## config.mk

```make
export PLATFORM = sky130hd
export DESIGN_NAME = link_master_fsm_flat
export DESIGN_NICKNAME = d
export VERILOG_FILES = /design/src/rtl/link_pkg.sv /design/src/rtl/link_master_fsm_if.sv /design/src/rtl/link_fifo.sv /design/src/rtl/link_master_fsm.sv /design/src/flat_wrapper.sv
export SDC_FILE = /design/constraint.sdc
export NUM_CORES = 1
export LEC_CHECK = 0
export ABC_CLOCK_PERIOD_IN_PS = 2100
export CAP_MARGIN = 20
export CORE_ASPECT_RATIO = 0.5
export CORE_MARGIN = 3
export CORE_UTILIZATION = 40
export DETAILED_ROUTE_END_ITERATION = 8
export PLACE_DENSITY = 0.75
export SLEW_MARGIN = 20
export SYNTH_ARGS = -nofsm -noshare
export SYNTH_HDL_FRONTEND = slang
export SYNTH_SLANG_ARGS = --single-unit
```

## constraint.sdc

```tcl
create_clock -name clk -period 2.1 [get_ports clk]
set_input_delay 0.42 -clock clk [delete_from_list [all_inputs] [get_ports clk]]
set_output_delay 0.42 -clock clk [all_outputs]
set_load 0.01 [all_outputs]
```

## src/rtl/link_pkg.sv

```systemverilog
// Shared definitions for the 4-phase link master: FSM state encoding and
// parameter defaults.
package link_pkg;

  typedef enum logic [1:0] {
    S_IDLE     = 2'd0,
    S_REQ      = 2'd1,
    S_WAIT_LOW = 2'd2
  } link_state_e;

  localparam int unsigned LINK_DEPTH_DEFAULT   = 32'd4;
  localparam int unsigned LINK_TIMEOUT_DEFAULT = 32'd15;

  function automatic logic is_pow2(input int unsigned v);
    return (v != 32'd0) && ((v & (v - 32'd1)) == 32'd0);
  endfunction

endpackage

```

## src/rtl/link_master_fsm_if.sv

```systemverilog
// Upstream byte stream plus 4-phase slave handshake of the link master.
interface link_master_fsm_if;

  logic       in_valid;
  logic [7:0] in_data;
  logic       in_ready;
  logic       ack;
  logic       req;
  logic [7:0] data_out;
  logic       byte_done;
  logic       busy;
  logic [7:0] sent_count;
  logic       err;

  modport master (
    input  in_valid, in_data, ack,
    output in_ready, req, data_out, byte_done, busy, sent_count, err
  );

  modport slave (
    output in_valid, in_data, ack,
    input  in_ready, req, data_out, byte_done, busy, sent_count, err
  );

endinterface

```

## src/rtl/link_fifo.sv

```systemverilog
// Synchronous DEPTH x 8 transmit FIFO; a push is refused at full even when a
// pop happens in the same cycle.
module link_fifo
  import link_pkg::*;
#(
  parameter int unsigned DEPTH = LINK_DEPTH_DEFAULT,
  localparam int unsigned AW   = $clog2(DEPTH),
  localparam int unsigned CW   = AW + 1
) (
  input  logic          clk,
  input  logic          rst,
  input  logic          push,
  input  logic          pop,
  input  logic [7:0]    wr_data,
  output logic [7:0]    rd_data,
  output logic          full,
  output logic          empty,
  output logic [CW-1:0] count
);

  logic [7:0]    mem_q [DEPTH];
  logic [AW-1:0] wr_ptr_q, wr_ptr_d;
  logic [AW-1:0] rd_ptr_q, rd_ptr_d;
  logic [CW-1:0] count_q, count_d;
  logic          push_ok_s;
  logic          pop_ok_s;

  assign full      = (count_q == CW'(DEPTH));
  assign empty     = (count_q == {CW{1'b0}});
  assign count     = count_q;
  assign rd_data   = mem_q[rd_ptr_q];
  assign push_ok_s = push && !full;
  assign pop_ok_s  = pop && !empty;

  // Pointer and occupancy next-state.
  always_comb begin
    wr_ptr_d = wr_ptr_q;
    rd_ptr_d = rd_ptr_q;
    count_d  = count_q;
    if (push_ok_s) begin
      wr_ptr_d = wr_ptr_q + AW'(1);
    end else begin
      wr_ptr_d = wr_ptr_q;
    end
    if (pop_ok_s) begin
      rd_ptr_d = rd_ptr_q + AW'(1);
    end else begin
      rd_ptr_d = rd_ptr_q;
    end
    case ({push_ok_s, pop_ok_s})
      2'b10:   count_d = count_q + CW'(1);
      2'b01:   count_d = count_q - CW'(1);
      default: count_d = count_q;
    endcase
  end

  // Pointer and occupancy registers.
  always_ff @(posedge clk or posedge rst) begin
    if (rst) begin
      wr_ptr_q <= {AW{1'b0}};
      rd_ptr_q <= {AW{1'b0}};
      count_q  <= {CW{1'b0}};
    end else begin
      wr_ptr_q <= wr_ptr_d;
      rd_ptr_q <= rd_ptr_d;
      count_q  <= count_d;
    end
  end

  // Storage array; contents are don't-care while empty, so no reset.
  always_ff @(posedge clk) begin
    if (push_ok_s) begin
      mem_q[wr_ptr_q] <= wr_data;
    end
  end

endmodule

```

## src/rtl/link_master_fsm.sv

```systemverilog
// 4-phase handshake link master fed by a transmit FIFO.
// Optional macro LINK_MASTER_TIMEOUT_EN: abandon a byte if ack never arrives.
module link_master_fsm
  import link_pkg::*;
#(
  parameter int unsigned DEPTH          = LINK_DEPTH_DEFAULT,
  parameter int unsigned TIMEOUT_CYCLES = LINK_TIMEOUT_DEFAULT,
  localparam int unsigned CW            = $clog2(DEPTH) + 1
) (
  input  logic               clk,
  input  logic               rst,
  link_master_fsm_if.master  bus
);

  if (!is_pow2(DEPTH) || (DEPTH < 32'd2) || (DEPTH > 32'd16)) begin : g_bad_depth
    $error("link_master_fsm: DEPTH must be a power of two in 2..16");
  end
  if (TIMEOUT_CYCLES < 32'd1) begin : g_bad_timeout
    $error("link_master_fsm: TIMEOUT_CYCLES must be at least 1");
  end

  link_state_e   state_q, state_d;
  logic          req_q, req_d;
  logic [7:0]    data_out_q, data_out_d;
  logic          byte_done_q, byte_done_d;
  logic [7:0]    sent_count_q, sent_count_d;
  logic          fifo_pop_s;
  logic          fifo_full_s;
  logic          fifo_empty_s;
  logic [7:0]    fifo_rd_data_s;
  logic [CW-1:0] fifo_count_s;

`ifdef LINK_MASTER_TIMEOUT_EN
  localparam int unsigned TW = $clog2(TIMEOUT_CYCLES + 32'd1);
  logic [TW-1:0] timer_q, timer_d;
  logic          err_q, err_d;
`endif

  link_fifo #(.DEPTH(DEPTH)) u_fifo (
    .clk     (clk),
    .rst     (rst),
    .push    (bus.in_valid),
    .pop     (fifo_pop_s),
    .wr_data (bus.in_data),
    .rd_data (fifo_rd_data_s),
    .full    (fifo_full_s),
    .empty   (fifo_empty_s),
    .count   (fifo_count_s)
  );

  // Handshake next-state; a new request only starts while ack is low.
  always_comb begin
    state_d      = state_q;
    req_d        = req_q;
    data_out_d   = data_out_q;
    byte_done_d  = 1'b0;
    sent_count_d = sent_count_q;
    fifo_pop_s   = 1'b0;
`ifdef LINK_MASTER_TIMEOUT_EN
    timer_d      = timer_q;
    err_d        = err_q;
`endif
    case (state_q)
      S_IDLE: begin
        if (!fifo_empty_s && !bus.ack) begin
          fifo_pop_s = 1'b1;
          data_out_d = fifo_rd_data_s;
          req_d      = 1'b1;
          state_d    = S_REQ;
`ifdef LINK_MASTER_TIMEOUT_EN
          timer_d    = {TW{1'b0}};
`endif
        end else begin
          req_d = 1'b0;
        end
      end
      S_REQ: begin
        if (bus.ack) begin
          req_d   = 1'b0;
          state_d = S_WAIT_LOW;
`ifdef LINK_MASTER_TIMEOUT_EN
        end else if (timer_q == TW'(TIMEOUT_CYCLES - 32'd1)) begin
          req_d   = 1'b0;
          err_d   = 1'b1;
          state_d = S_IDLE;
        end else begin
          timer_d = timer_q + TW'(1);
`else
        end else begin
          req_d   = 1'b1;
`endif
        end
      end
      S_WAIT_LOW: begin
        if (!bus.ack) begin
          byte_done_d  = 1'b1;
          sent_count_d = sent_count_q + 8'd1;
          state_d      = S_IDLE;
        end else begin
          req_d = 1'b0;
        end
      end
      default: begin
        req_d   = 1'b0;
        state_d = S_IDLE;
      end
    endcase
  end

  // FSM state and registered outputs.
  always_ff @(posedge clk or posedge rst) begin
    if (rst) begin
      state_q      <= S_IDLE;
      req_q        <= 1'b0;
      data_out_q   <= 8'h00;
      byte_done_q  <= 1'b0;
      sent_count_q <= 8'h00;
`ifdef LINK_MASTER_TIMEOUT_EN
      timer_q      <= {TW{1'b0}};
      err_q        <= 1'b0;
`endif
    end else begin
      state_q      <= state_d;
      req_q        <= req_d;
      data_out_q   <= data_out_d;
      byte_done_q  <= byte_done_d;
      sent_count_q <= sent_count_d;
`ifdef LINK_MASTER_TIMEOUT_EN
      timer_q      <= timer_d;
      err_q        <= err_d;
`endif
    end
  end

  assign bus.in_ready   = !fifo_full_s;
  assign bus.req        = req_q;
  assign bus.data_out   = data_out_q;
  assign bus.byte_done  = byte_done_q;
  assign bus.sent_count = sent_count_q;
  assign bus.busy       = (state_q != S_IDLE) || (fifo_count_s != {CW{1'b0}});
`ifdef LINK_MASTER_TIMEOUT_EN
  assign bus.err        = err_q;
`else
  assign bus.err        = 1'b0;
`endif

endmodule

```

## src/flat_wrapper.sv

```systemverilog
// flat-port wrapper written by rule: the top's interface ports become plain ports
module link_master_fsm_flat import link_pkg::*;
#(
  parameter int unsigned DEPTH          = LINK_DEPTH_DEFAULT,
  parameter int unsigned TIMEOUT_CYCLES = LINK_TIMEOUT_DEFAULT,
  localparam int unsigned CW            = $clog2(DEPTH) + 1
)
  (clk, rst, bus_in_valid, bus_in_data, bus_ack, bus_in_ready, bus_req, bus_data_out, bus_byte_done, bus_busy, bus_sent_count, bus_err);
  link_master_fsm_if bus_i ();
  input  logic clk;
  input  logic rst;
  input wire logic [$bits(bus_i.in_valid)-1:0] bus_in_valid;
  input wire logic [$bits(bus_i.in_data)-1:0] bus_in_data;
  input wire logic [$bits(bus_i.ack)-1:0] bus_ack;
  output wire logic [$bits(bus_i.in_ready)-1:0] bus_in_ready;
  output wire logic [$bits(bus_i.req)-1:0] bus_req;
  output wire logic [$bits(bus_i.data_out)-1:0] bus_data_out;
  output wire logic [$bits(bus_i.byte_done)-1:0] bus_byte_done;
  output wire logic [$bits(bus_i.busy)-1:0] bus_busy;
  output wire logic [$bits(bus_i.sent_count)-1:0] bus_sent_count;
  output wire logic [$bits(bus_i.err)-1:0] bus_err;
  assign bus_i.in_valid = bus_in_valid;
  assign bus_i.in_data = bus_in_data;
  assign bus_i.ack = bus_ack;
  assign bus_in_ready = bus_i.in_ready;
  assign bus_req = bus_i.req;
  assign bus_data_out = bus_i.data_out;
  assign bus_byte_done = bus_i.byte_done;
  assign bus_busy = bus_i.busy;
  assign bus_sent_count = bus_i.sent_count;
  assign bus_err = bus_i.err;
  link_master_fsm #(.DEPTH(DEPTH), .TIMEOUT_CYCLES(TIMEOUT_CYCLES)) u_core (.clk(clk), .rst(rst), .bus(bus_i));
endmodule
```

* Yosys cells after proc, flatten, opt, wreduce, memory -nomap -nowiden
Memories as Yosys holds them, arrays and structs flattened. A register that Yosys moved wholly into a read port is not among the register bits.
Cells that the tools add are included.
** Storage, ports and cells
- Memory bits (writable) :: 32
- Output and inout port bits :: 21
- Memories kept :: 1
- Logic and storage cells :: 51
- Bits of input ports :: 12
- Flip-flop bits (word level) :: 19
** Memory list
- u_core.u_fifo.mem_q :: depth 4, bits a word 8, read ports 1, clocked after Yosys merged registers in 1, write ports 1, line link_fifo.sv:21 : logic [7:0] mem_q [DEPTH];
** Operators by class
- Add/sub/neg operators :: 5
- Bitwise gates (word level) :: 1
- Eq/ne operators :: 9
- Reductions and logical operators :: 15
- Multiplexer cells :: 13
** Operators by type and width (count)
- $add 8x1->8 const B :: 1
- $mux 1 :: 7
- $mux 2 :: 3
- $ne 2x2->1 const B :: 3
- $pmux 2 s3 :: 1
- $pmux 3 s2 :: 1
- $add 2x1->2 const B :: 2
- $eq 2x1->1 const B :: 2
- $eq 2x2->1 const B :: 2
- $reduce_and 2->1 :: 2
- $reduce_bool 2->1 :: 2
- $add 3x1->3 const B :: 1
- $eq 3x3->1 const B :: 1
- $logic_and 1x1->1 :: 3
- $logic_not 1->1 :: 3
- $logic_not 3->1 :: 1
- $pmux 1 s3 :: 1
- $reduce_and 3->1 :: 1
- $reduce_bool 3->1 :: 1
- $sub 3x1->3 const B :: 1
- $logic_not 2->1 :: 1
- $ne 2x1->1 const B :: 1
- $logic_or 1x1->1 :: 1
- $not 1->1 :: 1

* Logic depth before layout (Yosys ltp)
- Word-level depth :: 8
- Gate-level depth with buffers :: 10
- Depth with buffers taken out :: 9

* Hierarchy
Synthesis repeated with hierarchy kept, for this count alone.
** Second synthesis, totals
- Cell total of the unflattened synthesis :: 140
- Area, all modules :: 2421.1 um2
** Modules (own cells, without submodules)
- link_fifo :: cells each 80, times used 1, seq. area each 1136.1 um2, area each 1596.5 um2
- link_master_fsm :: cells each 60, times used 1, seq. area each 500.5 um2, area each 824.5 um2

* Worst setup path after synthesis
Ideal clock, no wire load.
- Kind :: register to register
- Start :: register u_core.u_fifo.count_q[0], in the netlist u_core.u_fifo.count[0]
- End :: register u_core.u_fifo.count_q[2], in the netlist u_core.u_fifo.count[2]
- Path buffers :: 0
- Library setup time :: 0.079 ns
- Arrival time :: 2.081 ns
- Required time :: 2.021 ns
- Cell stages (with the launch flop) :: 10
- Path slack :: -0.060 ns
- Clock period less this slack :: 2.160 ns
- Cells stage by stage :: dfrtp_1 -> or3b_4 -> and2_4 -> inv_1 -> ha_1 -> inv_1 -> fa_1 -> xor2_1 -> nor2_1 -> xor2_1
** On the way
- Elaborated cells on any way between the ends :: 15
- Those cells by class :: add/sub: 2; eq/ne: 3; mux: 3; reduce/logical: 7
** RTL lines
- start, declared :: line link_fifo.sv:24 : logic [CW-1:0] count_q, count_d;
- start signal, assigned :: line link_fifo.sv:62 : count_q <= {CW{1'b0}};
- start signal, assigned :: line link_fifo.sv:66 : count_q <= count_d;
- $eq 3x3->1 * :: line link_fifo.sv:28 : assign full = (count_q == CW'(DEPTH));
- $logic_not 1->1 *
- named net bus_in_ready :: line flat_wrapper.sv:15 : output wire logic [$bits(bus_i.in_ready)-1:0] bus_in_ready;
- $logic_and 1x1->1 * :: line link_fifo.sv:32 : assign push_ok_s = push && !full;
- $eq 2x1->1 / $eq 2x2->1 (equally long branches) :: line link_fifo.sv:50 : case ({push_ok_s, pop_ok_s})
- $pmux 3 s2 / $reduce_bool 2->1 (equally long branches)
The timed path passes the listed nets; every way through them passes the cells marked *.
A chain may end at the register's enable or synchronous reset.

* Final worst setup path
- Start :: register u_core.u_fifo.count_q[1], in the netlist u_core.u_fifo.count[1]
- End :: register u_core.u_fifo.count_q[2], in the netlist u_core.u_fifo.count[2]
** On the way
- Longest elaborated chain between the ends :: 8
- Elaborated cells on any way between the ends :: 15
- Those cells by class :: add/sub: 2; eq/ne: 3; mux: 3; reduce/logical: 7
** Ends and longest elaborated chain
- $logic_not 3->1 :: line link_fifo.sv:29 : assign empty = (count_q == {CW{1'b0}});
- $logic_not 1->1 :: line link_fifo.sv:33, link_master_fsm.sv:65
- $logic_and 1x1->1 :: line link_master_fsm.sv:65 : if (!fifo_empty_s && !bus.ack) begin
- $mux 1 :: line link_master_fsm.sv:65
- $mux 1 :: line link_master_fsm.sv:63 : case (state_q)
- $logic_and 1x1->1 :: line link_fifo.sv:33 : assign pop_ok_s = pop && !empty;
- $eq 2x1->1 / $eq 2x2->1 (equally long branches) :: line link_fifo.sv:50
- $pmux 3 s2 / $reduce_bool 2->1 (equally long branches)
Several ways; a longest one is shown, not always the timed one.

==> run summary <==
After synthesis, the largest family of logic cells by area is multiplexers. Setup repair after global routing could not meet its margin everywhere. For this run, design rule violations remaining after detail routing come to 0. Dividing total power by cell area gives a power density of 1470 nW/µm². For this design the top-level I/O count stands at 33. In the final routed layout, each cell accounts on average for 15.3 µm. After Yosys synthesis, and, or, nand and nor cells account for 7.19% of the synthesized area.

Using the TritonRoute via totals, the vias-per-cell ratio works out to 4.80. After technology mapping, the gate count stands at 139. After synthesis, the share of cell area in mux cells is 13.0%. The proportion of synthesized chip area in sequential cells is 67.7%. The post-route non-filler standard cell count is 269. The routed design has 4110 µm of wire. The total count of hold-check failures in the final report came out at 0.

The total half-perimeter wirelength after legalization and detailed placement came out at 2660 µm. The commonest cells after synthesis are sky130_fd_sc_hd__edfxtp_1, sky130_fd_sc_hd__dfrtp_1, sky130_fd_sc_hd__xnor2_1, sky130_fd_sc_hd__mux2_2, sky130_fd_sc_hd__inv_1. After synthesis, the share of flip-flops with an asynchronous set or reset is 45.8%. The number of detailed-routing iterations run before antenna repair came out at 4. The count of yosys warnings during synthesis is 0.

Entering global routing, the biggest net connects 28 pins. The worst setup path is launched from a flop. The synthesis-stage register bit count is 59. The hold buffer count at cts came out at 0. The worst setup path is captured at a flop.

Derived from the worst setup path, the maximum achievable clock frequency is 0.485 GHz. In this run the register-to-register setup slack is 40 ps. The floorplan die area is 7070 µm². The worst min-delay path category is in2async. TritonCTS created 9 clock buffers. The number of max-cap violations came out at 0. The cell at the root of the clock tree is sky130_fd_sc_hd__clkbuf_16. The number of buffers and inverters on the critical path came out at 2.

Averaged over all synthesized cells, the footprint is 17.4 µm². The area growth from synthesis to layout is 33.0%. The number of nets in the synthesized netlist came out at 158. Counting flops with a built-in enable in the synthesized netlist gives 32. The count of different cell masters after synthesis came out at 32. The analysis attributes to cell leakage a power of 1.27 nW. The port buffer count came out at 31. The adder-cell share of the synthesized area is 3.93%. The flow ran to the end, and the final reports show no timing, DRC or antenna violations.

The final critical-path required period came out at 2060 ps. The insertion delay to the later sink of the worst-skew pair came out at 320 ps. The via count of the first global-routing pass is 1410. The setup path with the least slack is of type reg2reg. sky130_fd_sc_hd__edfxtp_1 is the most common cell in the netlist. The initial antenna violation count was 0. The dominant delay contributor by cell family on the critical path is simple AND/OR/NAND/NOR gates. In the post-synthesis netlist, the biggest area contributors are sky130_fd_sc_hd__edfxtp_1, sky130_fd_sc_hd__dfrtp_1, sky130_fd_sc_hd__mux4_2. The post-route netlist has 29.1% of its cells at a drive strength greater than 1. The maximum vdd drop is 0.675 mV. The net total in the final layout is 210. The wire length of the first global-routing pass is 6770 µm. The antenna diode count is 0.

The longest clock path from root to sink contains 2 buffers. The critical path runs through a total of 9 cells. The critical path ends at u_core.u_fifo.count[2]. The global-route usage over all layers came out at 13.3%. For this run, the leading register cell type out of synthesis is sky130_fd_sc_hd__edfxtp_1. The detailed router finished its first iteration with 83 violations. The H-tree depth came out at 3. Clock-pin slew was measured on the worst setup and hold paths at 50 ps. In this run the biggest area consumer among cell types represents 39.7% of the synthesized area. The total area inside the core boundary comes to 5660 µm². The clock sink count came out at 59. The count of final max-slew check failures came out at 0. The last weighted congestion value of the routability-driven placer came out at 0.745.

The worst reg-to-reg path cell count is 9. The die extent in x came out at 116 µm. The slowest stage of the critical path is the sky130_fd_sc_hd__or3b_4 cell. The parity-gate share of the synthesized area counting xor and xnor cells is 5.07%. The critical path goes through or3b_4 > and2_4 > inv_4 > ha_4 > inv_2 > fa_2 > xor2_1 > nor2_1 > xor2_1. The synthesized netlist occupies a cell area of 2420 µm². The effective utilization at floorplan is 42.7%.

Summing the areas of all compound-gate instances in the mapped netlist gives 0.517% of the synthesized area. The ratio of final minimum period to clock period is 98.1%. The most numerous cell type found on the critical path is sky130_fd_sc_hd__xor2_1.

The floorplan row count came out at 19. The most critical setup path has its startpoint at u_core.u_fifo.count[1]. The endpoint of the worst register-to-register path is u_core.u_fifo.count[2]. Once detail routing completed, the nets flagged for antenna violations numbered 0.

Summed over all instances, the cell type with the most area after synthesis is sky130_fd_sc_hd__edfxtp_1. The chip height came out at 61.0 µm. Including well taps, the total number of placed cells is 250. Setup violations remaining at the end of the flow were counted as 0. The critical path data required time is 2330 ps. The arrival time at the worst endpoint came out at 2290 ps. The critical-path maximum fanout came out at 2. The largest clock skew in the final design came out at 7.04 ps.

The final route contains 1290 vias. The design draws 4.71 mW. The total overflow left after global routing is 0. The number of fillers in the final layout came out at 446. The stage delay of the slowest cell on the critical path came out at 400 ps. In this run the critical register-to-register path is launched from u_core.u_fifo.count[1].

TritonCTS built the clock tree.
power by group:
| group | internal, mW | switching (mW) |
|---|---|---|
| clock network | 1.03 | 0.468 |
| registers | 1.58 | 0.210 |
| logic | 0.837 | 0.596 |
layout by cell type (no fill, tap or decap), types with 2 or more instances in the layout:
master                            netlist  final
sky130_fd_sc_hd__and3_2                 4      4
sky130_fd_sc_hd__inv_1                  8      5
sky130_fd_sc_hd__xnor2_1               10     10
sky130_fd_sc_hd__mux4_2                 6      6
sky130_fd_sc_hd__clkinv_1               0      2
sky130_fd_sc_hd__edfxtp_1              32     32
sky130_fd_sc_hd__and2_1                 3      3
sky130_fd_sc_hd__xor2_1                 4      4
sky130_fd_sc_hd__ha_1                   6      5
sky130_fd_sc_hd__mux2_2                 9      9
sky130_fd_sc_hd__dfrtp_1               27     27
sky130_fd_sc_hd__clkdlybuf4s50_1        0     29
sky130_fd_sc_hd__clkbuf_16              0      9
sky130_fd_sc_hd__bufinv_16              0      2
sky130_fd_sc_hd__buf_4                  2     14
sky130_fd_sc_hd__nand4_1                2      2
sky130_fd_sc_hd__nand3_1                3      3
sky130_fd_sc_hd__nor2_1                 3      3
sky130_fd_sc_hd__nand3b_1               2      2
sky130_fd_sc_hd__inv_2                  0      2
sky130_fd_sc_hd__mux4_1                 2      2
registers in the layout (all words and copies together), names as in the netlist:
register                flops
u_core.u_fifo.mem_q        32
u_core.bus.data_out         8
u_core.bus.sent_count       8
u_core.u_fifo.count         3
u_core.state_q              2
u_core.u_fifo.rd_ptr_q      2
u_core.u_fifo.wr_ptr_q      2
u_core.bus.byte_done        1
u_core.bus.req              1
tightest hold or removal path, delay by kind of cell:
family	cells	cell delay (ps)
buffers and inverters	3	780
repair_timing:
| action | 4_1_cts | 5_1_grt |
|---|---|---|
| setup buffers | 1 | 2 |
| pin swaps | 4 | 6 |
| setup endpoints to repair | 3 | 3 |
| gates resized for setup | 3 | 6 |
worst min-delay path by stage:
stage | startpoint | end | slack [ps] | depth (start not counted)
2_1_floorplan | u_core.u_fifo.count[2] | u_core.u_fifo.count[2] | 460 | 1
3_3_place_gp | u_core.bus.sent_count[7] | u_core.bus.sent_count[7] | 460 | 1
5_1_grt | u_core.bus.sent_count[7] | u_core.bus.sent_count[7] | 500 | 1
4_1_cts | u_core.bus.sent_count[7] | u_core.bus.sent_count[7] | 480 | 1
6_report | rst | u_core.bus.sent_count[4] | 480 | 3
3_5_place_dp | u_core.bus.sent_count[7] | u_core.bus.sent_count[7] | 470 | 1
per-stage QoR:
stage                     utilization [%]  hold slack (ps)  setup TNS (ps)  cell area [µm²]  setup WS [ps]
after floorplan                         -              457               0             2420           13.4
after global placement               50.9              461           -65.3             2880          -65.3
after detailed placement             50.9              466            -143             2880           -143
after CTS                            56.4              477               0             3190           19.1
after global routing                 56.8              497           -40.7             3220          -40.7
final                                56.8              477               0             3220           39.5
cells by family (layout without fill, tap and decap cells):
family	Yosys count	in the layout
flops	59	59
simple gates	25	25
mux	19	19
xor+xnor	14	14
buf+inv	12	69
fa+ha+maj	7	7
compound gates	2	2
other cells	1	1
routing by layer:
| layer | GRT usage, % | share of wire (%) |
|---|---|---|
| met1 | 15.5 | 44 |
| met2 | 22.2 | 52 |
| met3 | 5.28 | 3.5 |
| met4 | 5.95 | 0.46 |
| met5 | 0 | 0 |
cell type report:
class | instances | area [µm²] | area share, %
timing repair buffer | 45 | 409 | 12.7
inverter | 8 | 32.5 | 1.01
multi-input combinational | 68 | 737 | 22.9
sequential | 59 | 1640 | 50.9
clock buffer | 10 | 229 | 7.12
clock inverter | 6 | 80.1 | 2.49
tap | 73 | 91.3 | 2.84
Power figures use the tool's default switching activity.
